File: src/rtl/bcd_seven_seg_driver_pkg.sv
// Shared constants, state encoding and nibble decode for the BCD display driver.
// Segment patterns are active-low, ordered {g,f,e,d,c,b,a}.
package seven_seg_pkg;

    localparam logic [6:0] SEG_0     = 7'b1000000;
    localparam logic [6:0] SEG_1     = 7'b1111001;
    localparam logic [6:0] SEG_2     = 7'b0100100;
    localparam logic [6:0] SEG_3     = 7'b0110000;
    localparam logic [6:0] SEG_4     = 7'b0011001;
    localparam logic [6:0] SEG_5     = 7'b0010010;
    localparam logic [6:0] SEG_6     = 7'b0000010;
    localparam logic [6:0] SEG_7     = 7'b1111000;
    localparam logic [6:0] SEG_8     = 7'b0000000;
    localparam logic [6:0] SEG_9     = 7'b0011000;
    localparam logic [6:0] SEG_BLANK = 7'b1111111;
    localparam logic [6:0] SEG_DASH  = 7'b0111111;

    typedef enum logic [1:0] {IDLE, CONV, UPDATE} state_t;

    // Nibbles 10..15 cannot come out of a correct conversion; show them as '0'.
    function automatic logic [6:0] seg_decode(input logic [3:0] nibble);
        case (nibble)
            4'd0:    return SEG_0;
            4'd1:    return SEG_1;
            4'd2:    return SEG_2;
            4'd3:    return SEG_3;
            4'd4:    return SEG_4;
            4'd5:    return SEG_5;
            4'd6:    return SEG_6;
            4'd7:    return SEG_7;
            4'd8:    return SEG_8;
            4'd9:    return SEG_9;
            default: return SEG_0;
        endcase
    endfunction

endpackage

File: src/rtl/bcd_seven_seg_driver_if.sv
// Handshake and display bus between a value producer and the BCD display driver.
interface bcd_seven_seg_driver_if #(
    parameter int WIDTH  = 32,
    parameter int DIGITS = 3
);
    logic                  in_valid;
    logic                  in_ready;
    logic [WIDTH-1:0]      num;
    logic                  done;
    logic                  overflow;
    logic [7*DIGITS-1:0]   seven_segs;

    modport master (output in_valid, num, input in_ready, done, overflow, seven_segs);
    modport slave  (input in_valid, num, output in_ready, done, overflow, seven_segs);
endinterface

File: src/rtl/bcd_seven_seg_driver_seg7_decode.sv
// Combinational BCD nibble to active-low 7-segment pattern.
module seg7_decode
    import seven_seg_pkg::*;
(
    input  logic [3:0] nibble,
    output logic [6:0] seg
);

    // Pure lookup through the shared package decode function.
    always_comb begin
        seg = seg_decode(nibble);
    end

endmodule

File: src/rtl/bcd_seven_seg_driver.sv
// Sequential binary-to-BCD display driver: iterative double-dabble, one input
// bit per clock, then one cycle to register the decoded digit patterns.
// Build option: define SEVSEG_LZ_BLANK_EN to blank leading zero digits.
module bcd_seven_seg_driver
    import seven_seg_pkg::*;
#(
    parameter int WIDTH  = 32,
    parameter int DIGITS = 3
)(
    input  logic                   clk,
    input  logic                   rst,
    bcd_seven_seg_driver_if.slave  bus
);

    localparam int BW = 4 * DIGITS;
    localparam int CW = $clog2(WIDTH);

    // Display pattern after reset: '0' on every digit, or only on digit 0 when blanking.
    function automatic logic [7*DIGITS-1:0] reset_segs();
        logic [7*DIGITS-1:0] r;
        for (int k = 0; k < DIGITS; k++) begin
            r[7*k +: 7] = SEG_0;
`ifdef SEVSEG_LZ_BLANK_EN
            if (k > 0) r[7*k +: 7] = SEG_BLANK;
`endif
        end
        return r;
    endfunction

    localparam logic [7*DIGITS-1:0] RESET_SEGS = reset_segs();

    state_t              state;
    logic [WIDTH-1:0]    shift_reg;
    logic [BW-1:0]       bcd;
    logic [CW-1:0]       bit_cnt;
    logic                ovf_sticky;
    logic                in_ready_q;
    logic                done_q;
    logic                overflow_q;
    logic [7*DIGITS-1:0] segs_q;

    logic [BW-1:0]       bcd_adj;
    logic [BW-1:0]       bcd_next;
    logic [WIDTH-1:0]    shift_next;
    logic                carry_out;
    logic                ovf_final;
    logic [7*DIGITS-1:0] decoded;
    logic [7*DIGITS-1:0] display;

    // One double-dabble step: bump every nibble >= 5 by 3, then shift the whole
    // BCD:binary chain left; whatever leaves the top nibble means the value no longer fits.
    always_comb begin
        bcd_adj = bcd;
        for (int k = 0; k < DIGITS; k++) begin
            if (bcd[4*k +: 4] >= 4'd5) bcd_adj[4*k +: 4] = bcd[4*k +: 4] + 4'd3;
        end
        carry_out  = bcd_adj[BW-1];
        bcd_next   = {bcd_adj[BW-2:0], shift_reg[WIDTH-1]};
        shift_next = {shift_reg[WIDTH-2:0], 1'b0};
        ovf_final  = ovf_sticky | (bcd[BW-1 -: 4] >= 4'd10);
    end

    genvar g;
    generate
        for (g = 0; g < DIGITS; g++) begin : g_dec
            seg7_decode u_dec (
                .nibble (bcd[4*g +: 4]),
                .seg    (decoded[7*g +: 7])
            );
        end
    endgenerate

`ifdef SEVSEG_LZ_BLANK_EN
    logic [DIGITS-1:0] blank;
    logic              zero_run;

    // A digit is blanked while it and every digit above it are zero; digit 0 never blanks.
    always_comb begin
        blank    = '0;
        zero_run = 1'b1;
        for (int k = DIGITS - 1; k >= 1; k--) begin
            zero_run = zero_run & (bcd[4*k +: 4] == 4'd0);
            blank[k] = zero_run;
        end
    end
`endif

    // Assemble the pattern to latch at UPDATE: dashes on overflow, otherwise digits.
    always_comb begin
        display = decoded;
`ifdef SEVSEG_LZ_BLANK_EN
        for (int k = 0; k < DIGITS; k++) begin
            if (blank[k]) display[7*k +: 7] = SEG_BLANK;
        end
`endif
        if (ovf_final) display = {DIGITS{SEG_DASH}};
    end

    // Control FSM with datapath: accept in IDLE, shift WIDTH times in CONV, publish in UPDATE.
    always_ff @(posedge clk) begin
        if (rst) begin
            state      <= IDLE;
            shift_reg  <= '0;
            bcd        <= '0;
            bit_cnt    <= '0;
            ovf_sticky <= 1'b0;
            in_ready_q <= 1'b1;
            done_q     <= 1'b0;
            overflow_q <= 1'b0;
            segs_q     <= RESET_SEGS;
        end else begin
            done_q <= 1'b0;
            case (state)
                IDLE: begin
                    if (bus.in_valid && in_ready_q) begin
                        shift_reg  <= bus.num;
                        bcd        <= '0;
                        ovf_sticky <= 1'b0;
                        bit_cnt    <= CW'(WIDTH - 1);
                        in_ready_q <= 1'b0;
                        state      <= CONV;
                    end
                end
                CONV: begin
                    bcd        <= bcd_next;
                    shift_reg  <= shift_next;
                    ovf_sticky <= ovf_sticky | carry_out;
                    if (bit_cnt == '0) begin
                        state <= UPDATE;
                    end else begin
                        bit_cnt <= bit_cnt - 1'b1;
                    end
                end
                UPDATE: begin
                    segs_q     <= display;
                    overflow_q <= ovf_final;
                    done_q     <= 1'b1;
                    in_ready_q <= 1'b1;
                    state      <= IDLE;
                end
                default: begin
                    state      <= IDLE;
                    in_ready_q <= 1'b1;
                end
            endcase
        end
    end

    assign bus.in_ready   = in_ready_q;
    assign bus.done       = done_q;
    assign bus.overflow   = overflow_q;
    assign bus.seven_segs = segs_q;

endmodule

File: src/flat_wrapper.sv
// flat-port wrapper written by rule: the top's interface ports become plain ports
module bcd_seven_seg_driver_flat import seven_seg_pkg::*;
#(
    parameter int WIDTH  = 32,
    parameter int DIGITS = 3
)
  (clk, rst, bus_in_valid, bus_num, bus_in_ready, bus_done, bus_overflow, bus_seven_segs);
  bcd_seven_seg_driver_if #(.WIDTH(WIDTH), .DIGITS(DIGITS)) bus_i ();
  input  logic clk;
  input  logic rst;
  input wire logic [$bits(bus_i.in_valid)-1:0] bus_in_valid;
  input wire logic [$bits(bus_i.num)-1:0] bus_num;
  output wire logic [$bits(bus_i.in_ready)-1:0] bus_in_ready;
  output wire logic [$bits(bus_i.done)-1:0] bus_done;
  output wire logic [$bits(bus_i.overflow)-1:0] bus_overflow;
  output wire logic [$bits(bus_i.seven_segs)-1:0] bus_seven_segs;
  assign bus_i.in_valid = bus_in_valid;
  assign bus_i.num = bus_num;
  assign bus_in_ready = bus_i.in_ready;
  assign bus_done = bus_i.done;
  assign bus_overflow = bus_i.overflow;
  assign bus_seven_segs = bus_i.seven_segs;
  bcd_seven_seg_driver #(.WIDTH(WIDTH), .DIGITS(DIGITS)) u_core (.clk(clk), .rst(rst), .bus(bus_i));
endmodule
File: config.mk
export PLATFORM = sky130hd
export DESIGN_NAME = bcd_seven_seg_driver_flat
export DESIGN_NICKNAME = d
export VERILOG_FILES = /design/src/rtl/bcd_seven_seg_driver_pkg.sv /design/src/rtl/bcd_seven_seg_driver_if.sv /design/src/rtl/bcd_seven_seg_driver_seg7_decode.sv /design/src/rtl/bcd_seven_seg_driver.sv /design/src/flat_wrapper.sv
export SDC_FILE = /design/constraint.sdc
export NUM_CORES = 1
export LEC_CHECK = 0
export ABC_AREA = 1
export ABC_CLOCK_PERIOD_IN_PS = 2090
export CORE_UTILIZATION = 45
export CTS_BUF_LIST = sky130_fd_sc_hd__clkbuf_4
export CTS_CLUSTER_SIZE = 25
export DETAILED_ROUTE_END_ITERATION = 6
export PLACE_DENSITY = 0.68
export SKIP_LAST_GASP = 1
export SLEW_MARGIN = 40
export SYNTH_ARGS = -nofsm -noshare
export SYNTH_HDL_FRONTEND = slang
export SYNTH_SLANG_ARGS = --single-unit
export TNS_END_PERCENT = 50
File: constraint.sdc
create_clock -name clk -period 2.09 [get_ports clk]
set_input_delay 0.209 -clock clk [delete_from_list [all_inputs] [get_ports clk]]
set_output_delay 0.209 -clock clk [all_outputs]
set_load 0.005 [all_outputs]
==> results.sh <==
export IMPL_clkTransAtPathRegs_ns=0.16
export IMPL_yosysWarnings=0
export IMPL_final_hold_violation_count=0
export IMPL_hold_start="bus_num[8]"
export IMPL_crit_top_cell="nand2_1"
export IMPL_final_cell_mix="141 x nand2_1, 94 x dfxtp_1, 58 x clkdlybuf4s50_1"
export IMPL_cts_hold_buf=0
export IMPL_routedWlPerCell_um=11.6
export IMPL_root_buffer="clkbuf_4"
export IMPL_netlist_area_um2=4280
export IMPL_pwr_density_cell_nw_per_um2=695
export IMPL_power_share_switching_pct=29.5
export IMPL_cp_end_kind="flip-flop"
export IMPL_multi_input_area_um2=2000
export IMPL_total_power_mw=3.60
export IMPL_grt_antenna_before_repair=0
export IMPL_worstPathMaxFanout=4
export IMPL_path_delay_family="simple AND/OR/NAND/NOR gates"
export IMPL_cts_sinks=97
export IMPL_rr_worst_depth=13
export IMPL_p_clk_share_pct=24.2
export IMPL_gr_usage_all_layers_pct=18.3
export IMPL_seq_area_um2=1950
export IMPL_largest_reg_flops=32
export IMPL_start_util_pct=46.4
export IMPL_internal_power_mw=2.54
export IMPL_cts_path_max_buffers=2
export IMPL_slew_headroom_pct=67.6
export IMPL_yosys_area_top_type="dfxtp_1"
export IMPL_portBuffers=58
export IMPL_hp_class="input pin to flip-flop"
export IMPL_startpoint_type="flip-flop"
export IMPL_crit_arrival_ns=2.25
export IMPL_rows=35
export IMPL_grt_max_degree=63
export IMPL_critPathRequiredTime_ns=2.42
export IMPL_nNetsFinal=673
export IMPL_grt_pass1_wl_mm=14.6
export IMPL_tns_ns=0
export IMPL_worst_path_max_delay_cell="dfxtp_2"
export IMPL_status="completed"
export IMPL_cp_num_buf_inv=3
export IMPL_diodes=0
export IMPL_routabilityCongestion=0.841
export IMPL_grt_pass1_vias=3389
export IMPL_pwr_share_seq_pct=57.9
export IMPL_n_fill_cell=882
export IMPL_drive_gt1_share_pct=10.2
export IMPL_coreArea_um2=9240
export IMPL_syn_nets=612
export IMPL_hpwl_mm=6.10
export IMPL_worstPathCellList="inv_1 > ha_1 > inv_1 > nand2_1 > nand3_2 > nand2_1 > nand3_1 > o21ai_0 > nand2_2 > buf_4 > ha_1 > nand2_1 > a21oi_1"
export IMPL_report_final_slew_viol_count=0
export IMPL_rrSetupSlack_ns=0.17
export IMPL_ant_nets=0
export IMPL_final_setup_skew_ns=0.0240
export IMPL_firstDrtPassIters=4
export IMPL_avgViaCountPerCell=4.96
export IMPL_hold_depth=3
export IMPL_chipHeight_um=99.6
export IMPL_post_synth_num_cell_types=30
export IMPL_combPwrFrac_pct=17.8
export IMPL_slowest_delay_ns=0.36
export IMPL_htree_levels=3
export IMPL_yosys_area_top_type_share_pct=45.3
export IMPL_cts_tree="built"
export IMPL_rsz0062_at_grt="no"
export IMPL_layout_commonest_cell="nand2_1"
export IMPL_switching_power_mw=1.06
export IMPL_r2r_start="u_core.bcd[4]$_SDFFE_PP0N_"
export IMPL_drtIter0Drc=181
export IMPL_drv_cap=0
export IMPL_syn_avg_cell_area_um2=7.74
export IMPL_synth_cells=553
export IMPL_vias=3712
export IMPL_critPathKind="flip-flop to flip-flop"
export IMPL_p_leak_nw=2.38
export IMPL_die_area_um2=9910
export IMPL_setup_viol=0
export IMPL_grt_ovfl_total=0
export IMPL_vdd_drop_max_mv=0.366
export IMPL_period_share_pct=91.8
export IMPL_cts_buffers=9
export IMPL_ys_ff_latch=97
export IMPL_drt_total_wl_mm=8.70
export IMPL_worst_pin_slew_ns=0.486
export IMPL_reg2reg_to="u_core.g_dec[1].u_dec.seg[0]$_SDFF_PP0_"
export IMPL_area_delta_synth_final_pct=21.0
export IMPL_holdPathEnd="u_core.shift_reg[8]$_SDFFE_PP0N_"
export IMPL_die_x_um=99.6
export IMPL_fin_util_pct=56.1
export IMPL_route_detailed_drc=0
export IMPL_yosysSeqAreaShare_pct=45.3
export IMPL_clock_latency_ns=0.45
export IMPL_io_pins=59
export IMPL_fin_crit_ns=1.92
export IMPL_fmax_ghz=0.521
export IMPL_synth_area_leaders="dfxtp_1 45%, nand2_1 13%, ha_1 7.0%"
[per-layer routing]
layer  track usage [%]  routed length, um  vias up
li1                  -                  -     1956
met4              9.62                146        0
met2              31.0               3920       69
met5                 0                  0        -
met3              4.22                437       12
met1              21.7               4200     1675
[final cells by class]
type,instances,share of cell area (%)
multi-input combinational,365,38.5
sequential,97,37.5
timing repair buffer,76,13.8
inverter,65,4.76
tap,129,3.11
clock buffer,10,1.45
clock inverter,6,0.845
[tightest hold or removal path, delay by kind of cell]
kind	cells	cell delay (ns)
simple gates	1	0.06
buf+inv	1	0.39
compound gates	1	0.07
[kinds of logic (layout without fill, tap and decap cells)]
kind of cell,Yosys count,in the layout,synth area share (%)
DFF,97,97,45.3
and+or+nand+nor,220,220,21.6
adders and majority gates,24,24,7.01
buffers and inverters,91,157,8.59
AOI/OAI and AO/OA,119,119,17.1
xor gates and xnor gates,2,2,0.409
[cells in the mapped netlist]
master and instances:
o22ai_1 1, nor2_4 1, o21ai_1 7, nand2_2 4
nand4_1 7, a22oi_1 1, nor2_2 1, buf_6 1
nor2_1 23, a21oi_1 17, a21oi_4 1, nand3b_1 3
nand2_4 1, inv_1 60, buf_4 2, inv_4 1
buf_2 7, ha_1 24, inv_2 4, a31oi_1 32
o21bai_1 1, dfxtp_1 97, o21ai_0 38, xor2_1 2
clkbuf_1 16, o221ai_1 18, nand3_1 29, a21oi_2 3
nor3_1 4, nand2_1 147
[worst max path at each step]
stage                                                   end                       start  slack, ns  depth (start not counted)
CTS                    u_core.g_dec[1].u_dec.seg[6]$_DFF_P_  u_core.bcd[4]$_SDFFE_PP0N_       0.02                         15
finish              u_core.g_dec[1].u_dec.seg[0]$_SDFF_PP0_  u_core.bcd[4]$_SDFFE_PP0N_       0.17                         13
global placement       u_core.g_dec[1].u_dec.seg[6]$_DFF_P_                bus_in_valid       0.14                         13
global route           u_core.g_dec[1].u_dec.seg[6]$_DFF_P_  u_core.bcd[0]$_SDFFE_PP0N_      0.003                         14
detailed placement     u_core.g_dec[1].u_dec.seg[6]$_DFF_P_  u_core.bcd[4]$_SDFFE_PP0N_       0.05                         15
floorplan              u_core.g_dec[2].u_dec.seg[4]$_DFF_P_  u_core.bcd[8]$_SDFFE_PP0N_       0.31                         15
[power groups by stage]
stage / Combinational [mW] / Sequential (mW) / Clock [mW]
2_1_floorplan: 0.438 / 2.11 / 0
3_3_place_gp: 0.629 / 2.12 / 0
3_5_place_dp: 0.646 / 2.13 / 0
4_1_cts: 0.647 / 2.09 / 0.917
5_1_grt: 0.724 / 2.11 / 1.00
6_report: 0.642 / 2.09 / 0.873
[timing repair]
item	CTS	global route
resized for setup	0	13
endpoints found under the setup margin	0	14
setup buffers	0	2
[per-stage QoR]
| stage | std cells | instance area (um^2) | setup WS (ns) | hold WS (ns) |
|---|---|---|---|---|
| global route | 748 | 5180 | 0.00263 | 0.271 |
| finish | 748 | 5180 | 0.172 | 0.307 |
| CTS | 746 | 5140 | 0.0224 | 0.278 |
| detailed placement | 730 | 5020 | 0.0526 | 0.427 |
| floorplan | 553 | 4280 | 0.308 | 0.356 |
| global placement | 730 | 5020 | 0.136 | 0.413 |
No activity file was read; power rests on OpenSTA's default activity.
